$ cat src/rtl/cp0_unit_pkg.sv
// Shared MIPS CP0 definitions: operation codes, register indices, bit positions.
// Also provides the per-register MTC0 write mask used for writes and read bypass.
// Imported by cp0_unit and the pipeline controller.
package cp0_unit_pkg;

    typedef enum logic [1:0] {
        CP_NONE  = 2'd0,
        CP_STORE = 2'd1,   // MTC0
        CP_ERET  = 2'd2,
        CP_RSVD  = 2'd3    // decodes as NONE
    } cp_oper_t;

    localparam logic [4:0] REG_STATUS = 5'd12;
    localparam logic [4:0] REG_CAUSE  = 5'd13;
    localparam logic [4:0] REG_EPC    = 5'd14;
    localparam logic [4:0] REG_EBASE  = 5'd15;

    localparam int STATUS_IE  = 0;
    localparam int STATUS_EXL = 1;
    localparam int CAUSE_IP   = 10;

    typedef enum logic [1:0] {
        ST_IDLE,
        ST_TAKE,
        ST_HANDLER,
        ST_RET
    } cp0_state_t;

    // Registers that MTC0 can change; CAUSE and unmapped indices are not writable.
    function automatic logic cp0_writable(input logic [4:0] idx);
        return (idx == REG_STATUS) || (idx == REG_EPC) || (idx == REG_EBASE);
    endfunction

    // Value a register holds after an MTC0 of d.
    function automatic logic [31:0] cp0_wmask(input logic [4:0] idx, input logic [31:0] d);
        logic [31:0] v;
        v = '0;
        if (idx == REG_STATUS) begin
            v[STATUS_IE]  = d[STATUS_IE];
            v[STATUS_EXL] = d[STATUS_EXL];
        end else if (idx == REG_EPC) begin
            v = d;
        end else if (idx == REG_EBASE) begin
            v = {d[31:2], 2'b00};
        end
        return v;
    endfunction

endpackage

$ cat src/rtl/cp0_unit_irq_sync.sv
// irq_sync: 2-flop synchronizer for the async interrupt level plus rising-edge detect.
// Ports: clk, rst_n, async_in (raw level), rise (one-cycle pulse on synchronized 0->1).
// Latency: rise asserts after the second clock edge that samples async_in high.
module irq_sync (
    input  logic clk,
    input  logic rst_n,
    input  logic async_in,
    output logic rise
);

    logic meta;
    logic sync;
    logic sync_d;

    always_ff @(posedge clk or negedge rst_n) begin
        if (!rst_n) begin
            meta   <= 1'b0;
            sync   <= 1'b0;
            sync_d <= 1'b0;
        end else begin
            meta   <= async_in;
            sync   <= meta;
            sync_d <= sync;
        end
    end

    assign rise = sync & ~sync_d;

endmodule

$ cat src/rtl/cp0_unit.sv
// cp0_unit: MIPS CP0 subset (STATUS/CAUSE/EPC/EBASE), MTC0/MFC0, interrupt take and ERET.
// Ports: cp_oper/cp_en operation, addr_r/data_r read, addr_w/data_w write, ret_addr,
//        ir_in/ir_accept interrupt, jump_en/jump_addr registered one-cycle redirect.
module cp0_unit
    import cp0_unit_pkg::*;
(
    input  logic        clk,
    input  logic        rst_n,
    input  logic [1:0]  cp_oper,
    input  logic        cp_en,
    input  logic [4:0]  addr_r,
    output logic [31:0] data_r,
    input  logic [4:0]  addr_w,
    input  logic [31:0] data_w,
    input  logic [31:0] ret_addr,
    input  logic        ir_in,
    input  logic        ir_accept,
    output logic        jump_en,
    output logic [31:0] jump_addr
);

    cp0_state_t  state;
    cp0_state_t  state_nxt;
    logic        ie;
    logic        exl;
    logic        ip;
    logic [31:0] epc;
    logic [31:0] ebase;

    logic irq_rise;
    logic store;
    logic eret;
    logic eret_ok;
    logic take;

    irq_sync u_irq_sync (
        .clk      (clk),
        .rst_n    (rst_n),
        .async_in (ir_in),
        .rise     (irq_rise)
    );

    assign store   = cp_en && (cp_oper == CP_STORE);
    assign eret    = cp_en && (cp_oper == CP_ERET);
    // ERET only acts while idle or in the handler; redirect cycles ignore it.
    assign eret_ok = eret && ((state == ST_IDLE) || (state == ST_HANDLER));
    // An edge arriving this cycle counts as pending so the take can happen in the
    // same edge that would otherwise latch IP.
    assign take    = (state == ST_IDLE) && !eret && (ip || irq_rise) &&
                     ie && !exl && ir_accept;

    always_ff @(posedge clk or negedge rst_n) begin
        if (!rst_n) begin
            state <= ST_IDLE;
        end else begin
            state <= state_nxt;
        end
    end

    // Redirect outputs decode state and registers only: no input reaches them.
    always_comb begin
        state_nxt = state;
        jump_en   = 1'b0;
        jump_addr = '0;
        case (state)
            ST_IDLE: begin
                if (eret_ok)   state_nxt = ST_RET;
                else if (take) state_nxt = ST_TAKE;
            end
            ST_TAKE: begin
                jump_en   = 1'b1;
                jump_addr = ebase;
                state_nxt = ST_HANDLER;
            end
            ST_HANDLER: begin
                if (eret_ok) state_nxt = ST_RET;
            end
            ST_RET: begin
                jump_en   = 1'b1;
                jump_addr = epc;
                state_nxt = ST_IDLE;
            end
            default: state_nxt = ST_IDLE;
        endcase
    end

    always_ff @(posedge clk or negedge rst_n) begin
        if (!rst_n) begin
            ie    <= 1'b0;
            exl   <= 1'b0;
            ip    <= 1'b0;
            epc   <= '0;
            ebase <= '0;
        end else begin
            if (store && (addr_w == REG_STATUS)) ie <= data_w[STATUS_IE];

            // ERET beats the take, which beats a software write of EXL.
            if (eret_ok)                              exl <= 1'b0;
            else if (take)                            exl <= 1'b1;
            else if (store && (addr_w == REG_STATUS)) exl <= data_w[STATUS_EXL];

            // Taking the interrupt consumes both a latched IP and a same-cycle edge.
            if (take)          ip <= 1'b0;
            else if (irq_rise) ip <= 1'b1;

            if (take)                              epc <= ret_addr;
            else if (store && (addr_w == REG_EPC)) epc <= data_w;

            if (store && (addr_w == REG_EBASE)) ebase <= cp0_wmask(REG_EBASE, data_w);
        end
    end

    // MFC0 read with same-cycle MTC0 bypass for writable registers.
    always_comb begin
        data_r = '0;
        case (addr_r)
            REG_STATUS: begin
                data_r[STATUS_IE]  = ie;
                data_r[STATUS_EXL] = exl;
            end
            REG_CAUSE: data_r[CAUSE_IP] = ip;
            REG_EPC:   data_r = epc;
            REG_EBASE: data_r = ebase;
            default:   data_r = '0;
        endcase
        if (store && (addr_w == addr_r) && cp0_writable(addr_r)) begin
            data_r = cp0_wmask(addr_r, data_w);
        end
    end

endmodule

$ cat config.mk
export PLATFORM = sky130hd
export DESIGN_NAME = cp0_unit
export DESIGN_NICKNAME = d
export VERILOG_FILES = /design/src/rtl/cp0_unit_pkg.sv /design/src/rtl/cp0_unit_irq_sync.sv /design/src/rtl/cp0_unit.sv
export SDC_FILE = /design/constraint.sdc
export NUM_CORES = 1
export LEC_CHECK = 0
export BUFFER_PORTS_ARGS = -buffer_cell sky130_fd_sc_hd__buf_2
export CAP_MARGIN = 25
export CORE_UTILIZATION = 30
export CTS_CLUSTER_SIZE = 10
export DETAILED_ROUTE_END_ITERATION = 10
export PLACE_DENSITY = 0.61
export REMOVE_ABC_BUFFERS = 1
export SLEW_MARGIN = 20
export SYNTH_ARGS = -nofsm -noshare
export SYNTH_HDL_FRONTEND = slang
export SYNTH_SLANG_ARGS = --single-unit
$ cat constraint.sdc
create_clock -name clk -period 1.9 [get_ports clk]
set_input_delay 0.095 -clock clk [delete_from_list [all_inputs] [get_ports clk]]
set_output_delay 0.095 -clock clk [all_outputs]
set_load 0.005 [all_outputs]
# == Yosys cells after proc, flatten, opt, wreduce, memory -nomap -nowiden ==
# Cells that the tools add are included.
# W data, S select, Z words.
# classes
eq_ne,15
n_mux,22
bitwise,2
n_reduce_logical,25
# op_table
cell,count
$mux W32,5
$pmux W32 S2,1
$pmux W21 S2,1
$eq A5 B4 Y1 const B,7
$mux W30,1
$pmux W8 S2,1
$logic_and A1 B1 Y1,13
$mux W2,4
$pmux W2 S4,1
$eq A2 B2 Y1 const B,3
$mux W1,6
$eq A5 B5 Y1,1
$eq A2 B1 Y1 const B,2
$logic_or A1 B1 Y1,4
$pmux W2 S2,1
$reduce_bool A2 Y1,2
$ne A3 B3 Y1 const B,1
$pmux W1 S3,1
$reduce_bool A3 Y1,1
$logic_not A1 Y1,2
$logic_not A2 Y1,1
$ne A2 B2 Y1 const B,1
$reduce_and A2 Y1,1
$reduce_or A2 Y1,1
other kinds (2),2
# word_totals
regBits,70
in_bits,81
output_inout_bits,65
elab_cells,73

# == Logic depth before layout (Yosys ltp) ==
# logic_depth
word_depth,11
ltp_mapped,7
ltp_nobuf,5

# == Hierarchy ==
# From an unflattened synthesis, not the netlist that was laid out.
# unflattened
hier_cells,374
area_unflattened_um2,4197.8
# modules_own_cells
module,instances,cells_each,area_per_inst_um2,seq_area_each_um2
cp0_unit,1,370,4108.9,1676.6
irq_sync,1,4,88.8,75.1

# == Worst setup path after synthesis ==
# OpenSTA, ideal clock, no wires.
# synth_path
kind,flip-flop to flip-flop
start,reg state[0]
end,reg exl
setup_ps,143
arrival_time_ps,1375
required_time_ps,1757
setup_slack_ps,382
stages_incl_launch_ff,7
path_buffers,2
period_less_slack_ps,1518
cell_sequence,dfrtp_1 -> inv_1 -> ha_1 -> o2111ai_1 -> buf_2 -> clkbuf_1 -> o21ai_0
# synth_via
elab_chain_cells,8
elab_cells_between_ends,12
classes_between,1 x eq/ne; 2 x mux; 9 x reduce/logical
# synth_lines
item,line_no,text
"start, declared",cp0_unit.sv:22,cp0_state_t state;
"start signal, assigned",cp0_unit.sv:56,state <= state_nxt;
$logic_not A2 Y1,"cp0_unit.sv:46, cp0_unit.sv:49",
$logic_and A1 B1 Y1 (3 in series),cp0_unit.sv:49,assign take = (state == ST_IDLE) && !eret && (ip || irq_rise) &&
$logic_and A1 B1 Y1 (2 in series),cp0_unit.sv:50,ie && !exl && ir_accept;
$mux W1,cp0_unit.sv:99,else if (take) exl <= 1'b1;
$mux W1,cp0_unit.sv:98,if (eret_ok) exl <= 1'b0;
"end signal, assigned",cp0_unit.sv:100,else if (store && (addr_w == REG_STATUS)) exl <= data_w[STATUS_EXL];
"end, declared",cp0_unit.sv:25,logic exl;
# Several ways; a longest one is shown, not always the timed one.
# A chain may end at the register's enable or synchronous reset.

# == Final worst setup path ==
# layout_path
start,reg state[1]
end,out jump_en
# layout_via
elab_chain_cells,3
elab_cells_between_ends,4
classes_between,2 x eq/ne; 1 x mux; 1 x reduce/logical
# layout_lines
item,line_no,text
$eq A2 B2 Y1 / $eq A2 B1 Y1 (equally long branches),cp0_unit.sv:65,case (state)
$reduce_or A2 Y1 (no source line) (*),n/a,
$mux W1 (*),cp0_unit.sv:65,
"end, declared",cp0_unit.sv:18,"output logic jump_en,"
# Mark *: on every way between the ends. The rest lies on a longest branch, timed or not.

==> out/qor.yml <==
status: "completed"
pin_count: 146
yosysSeqAreaShare_pct: 41.9
layout_common_cells: "buf_2, dfrtp_1, mux2i_1"
clk_pin_slew_ns: 0.06
path_delay_family: "buffers and inverters"
setup_viol: 0
multi_input_area_sq_um: 2300
antenna_found_initial: 0
drive_above_1_share_pct: 40.3
nets: 614
cts_buffer_depth: 2
initialDrtViolationCount: 169
die_y_um: 120
rsz0062_at_grt: "no"
n_antenna_cell: 0
peakVddDrop_mv: 0.661
slew_violations: 0
numCtsBuffers: 9
worstPathMaxFanout: 16
postRouteAntennaNets: 0
num_rows: 42
netlist_area_sq_um: 4180
power_density_nw_per_um2: 997
hold_path_end: "epc[15]"
htreeDepth: 3
drc: 0
holdPathStages: 3
cp-end-kind: "output pin"
synth-async-reset-ratio_pct: 100
maxSlewHeadroom_pct: 56.2
hold_class: "in2reg"
max_freq_ghz: 0.568
worstPathRequired_ns: 1.80
fin_skew_ns: 0.00605
vias_per_cell: 5.17
p_leak_nw: 3.08
gp_congestion: 0.803
first_pass_iters: 4
r2r_end: "epc[10]"
fin_crit_sh_pct: 92.6
grt_pass1_wl_mm: 19.7
finalHoldViolCount: 0
placed_cells: 676
cts_tree: "done"
die_area_sq_um: 14400
vias: 3671
reg2reg_slack_ns: 0.27
synth_edf_count: 0
initial_utilization_pct: 31.2
crit_buf_inv: 3
critPathMaxStageDelay_ns: 0.39
grt_max_degree: 41
hold_start: "ret_addr[15]"
ys.flop_type: "dfrtp_1"
ys_ff_latch: 70
final_cells: 710
wl_mm: 12.2
drv_cap: 0
crit_chain: "inv_1 -> ha_1 -> buf_4 -> or2_2 -> buf_2"
placement.io_buffers: 145
cts.sinks: 70
min_period_ns: 1.76
slowest_stage: "dfrtp_1"
arrival_ns: 1.67
rr_startpoint: "state[1]"
ys_types: 37
worstSetupStartpointType: "flip-flop"
clk_latency_ns: 0.33
wire_per_inst_um: 17.2
grt_pass1_vias: 3711
worst_pin_slew_ns: 0.657
fin_util_pct: 42.0
fill_cells: 1298
final-seq-area_sq_um: 1750
die_w_um: 120
synth_warnings: 0
core_area_sq_um: 13400
worstRegToRegCells: 6
track_usage_pct: 17.7
synth_cells: 372
layout_commonest_cell: "buf_2"
grt-ovfl-total: 0
critical_path_class: "reg2out"
root_buffer: "clkbuf_16"
avgSynthCellArea_sq_um: 11.2
area_delta_synth_final_pct: 34.7
post-dp-hpwl_mm: 8.12
[stage by stage]
step	cell area [sq um]	hold WS, ns	TNS [ns]	worst slack [ns]	power, mW
2_1_floorplan	4030	-0.201	-60.28	-1.55	3.23
3_3_place_gp	5150	0.0648	0	0.214	3.83
3_5_place_dp	5150	0.0686	0	0.165	3.93
4_1_cts	5620	0.000282	0	0.108	5.67
5_1_grt	5630	0.0106	0	0.0456	5.98
6_report	5630	0.0144	0	0.140	5.61
[layer usage]
layer  share of wire, %  global-route usage (%)
met1                 45                    22.4
met2                 48                    29.6
met3                6.5                    4.94
met4               0.47                    4.30
met5                  0                       0
[final cells by class]
cell class	count	area share, %
inverter	2	0.133
clock inverter	6	1.09
tap	176	3.91
multi-input combinational	269	40.9
sequential	70	31.1
clock buffer	10	4.24
timing repair buffer	177	18.7
[cells in the mapped netlist (all sizes together) (2+ instances only)]
| cell | number | area [sq um] |
|---|---|---|
| a21oi | 32 | 160 |
| a22o | 30 | 263 |
| and2 | 2 | 12.5 |
| and3b | 3 | 26.3 |
| buf | 13 | 86.3 |
| clkbuf | 18 | 67.6 |
| dfrtp | 70 | 1750 |
| ha | 4 | 50.1 |
| inv | 2 | 7.51 |
| mux2 | 32 | 473 |
| mux2i | 64 | 641 |
| nand2 | 2 | 7.51 |
| nand3 | 5 | 30.0 |
| nand4b | 2 | 17.5 |
| nor2 | 36 | 135 |
| nor3 | 5 | 25.0 |
| o2111ai | 2 | 17.5 |
| o21a | 3 | 22.5 |
| o21ai | 3 | 15.0 |
| o2bb2ai | 29 | 254 |
| xnor2 | 3 | 26.3 |
[worst min-delay path: cells and delay by family]
family,cells,cell delay (ns)
buffers and inverters,1,0.08
AO/OA/AOI/OAI,1,0.10
AND/OR/NAND/NOR,1,0.04
[registers in the layout, indices dropped and copies added, names as in the netlist]
register / count
u_irq_sync.sync: 1
state: 2
u_irq_sync.meta: 1
exl: 1
epc: 32
ie: 1
ip: 1
u_irq_sync.sync_d: 1
ebase: 30
[what timing repair did]
| action | CTS | global route |
|---|---|---|
| setup buffers | 0 | 0 |
| endpoints found under the setup margin | 0 | 1 |
| gates resized for setup | 0 | 1 |
| hold endpoints to repair | 46 | 1 |
| hold buffers | 17 | 1 |
[power breakdown]
| part | switching, mW | internal, mW | leakage (nW) |
|---|---|---|---|
| combinational | 0.802 | 0.850 | 2.03 |
| clock | 0.646 | 1.05 | 0.148 |
| sequential | 0.342 | 1.93 | 0.904 |
| total | 1.79 | 3.82 | 3.08 |
[how the worst max path moves through the flow]
stage / startpoint / endpoint / slack [ns] / cells past startpoint
floorplan: u_irq_sync.sync / exl / -1.55 / 3
global placement: cp_oper[1] / ebase[11] / 0.21 / 6
detailed placement: cp_oper[1] / ebase[6] / 0.16 / 6
CTS: state[1] / jump_en / 0.11 / 5
global route: state[1] / jump_en / 0.05 / 5
finish: state[1] / jump_en / 0.14 / 5
[kinds of logic (layout without fill, tap and decap cells)]
family / Yosys count / in the layout / synth area share (%)
flip-flops: 70 / 70 / 41.9
buffers and inverters: 33 / 195 / 3.86
AO/OA/AOI/OAI: 103 / 103 / 18.3
XOR/XNOR: 3 / 3 / 0.628
AND/OR/NAND/NOR: 63 / 63 / 7.51
adder cells (fa/ha/maj): 4 / 4 / 1.20
multiplexers: 96 / 96 / 26.6
Note: power is estimated with default switching activity, not from simulation.
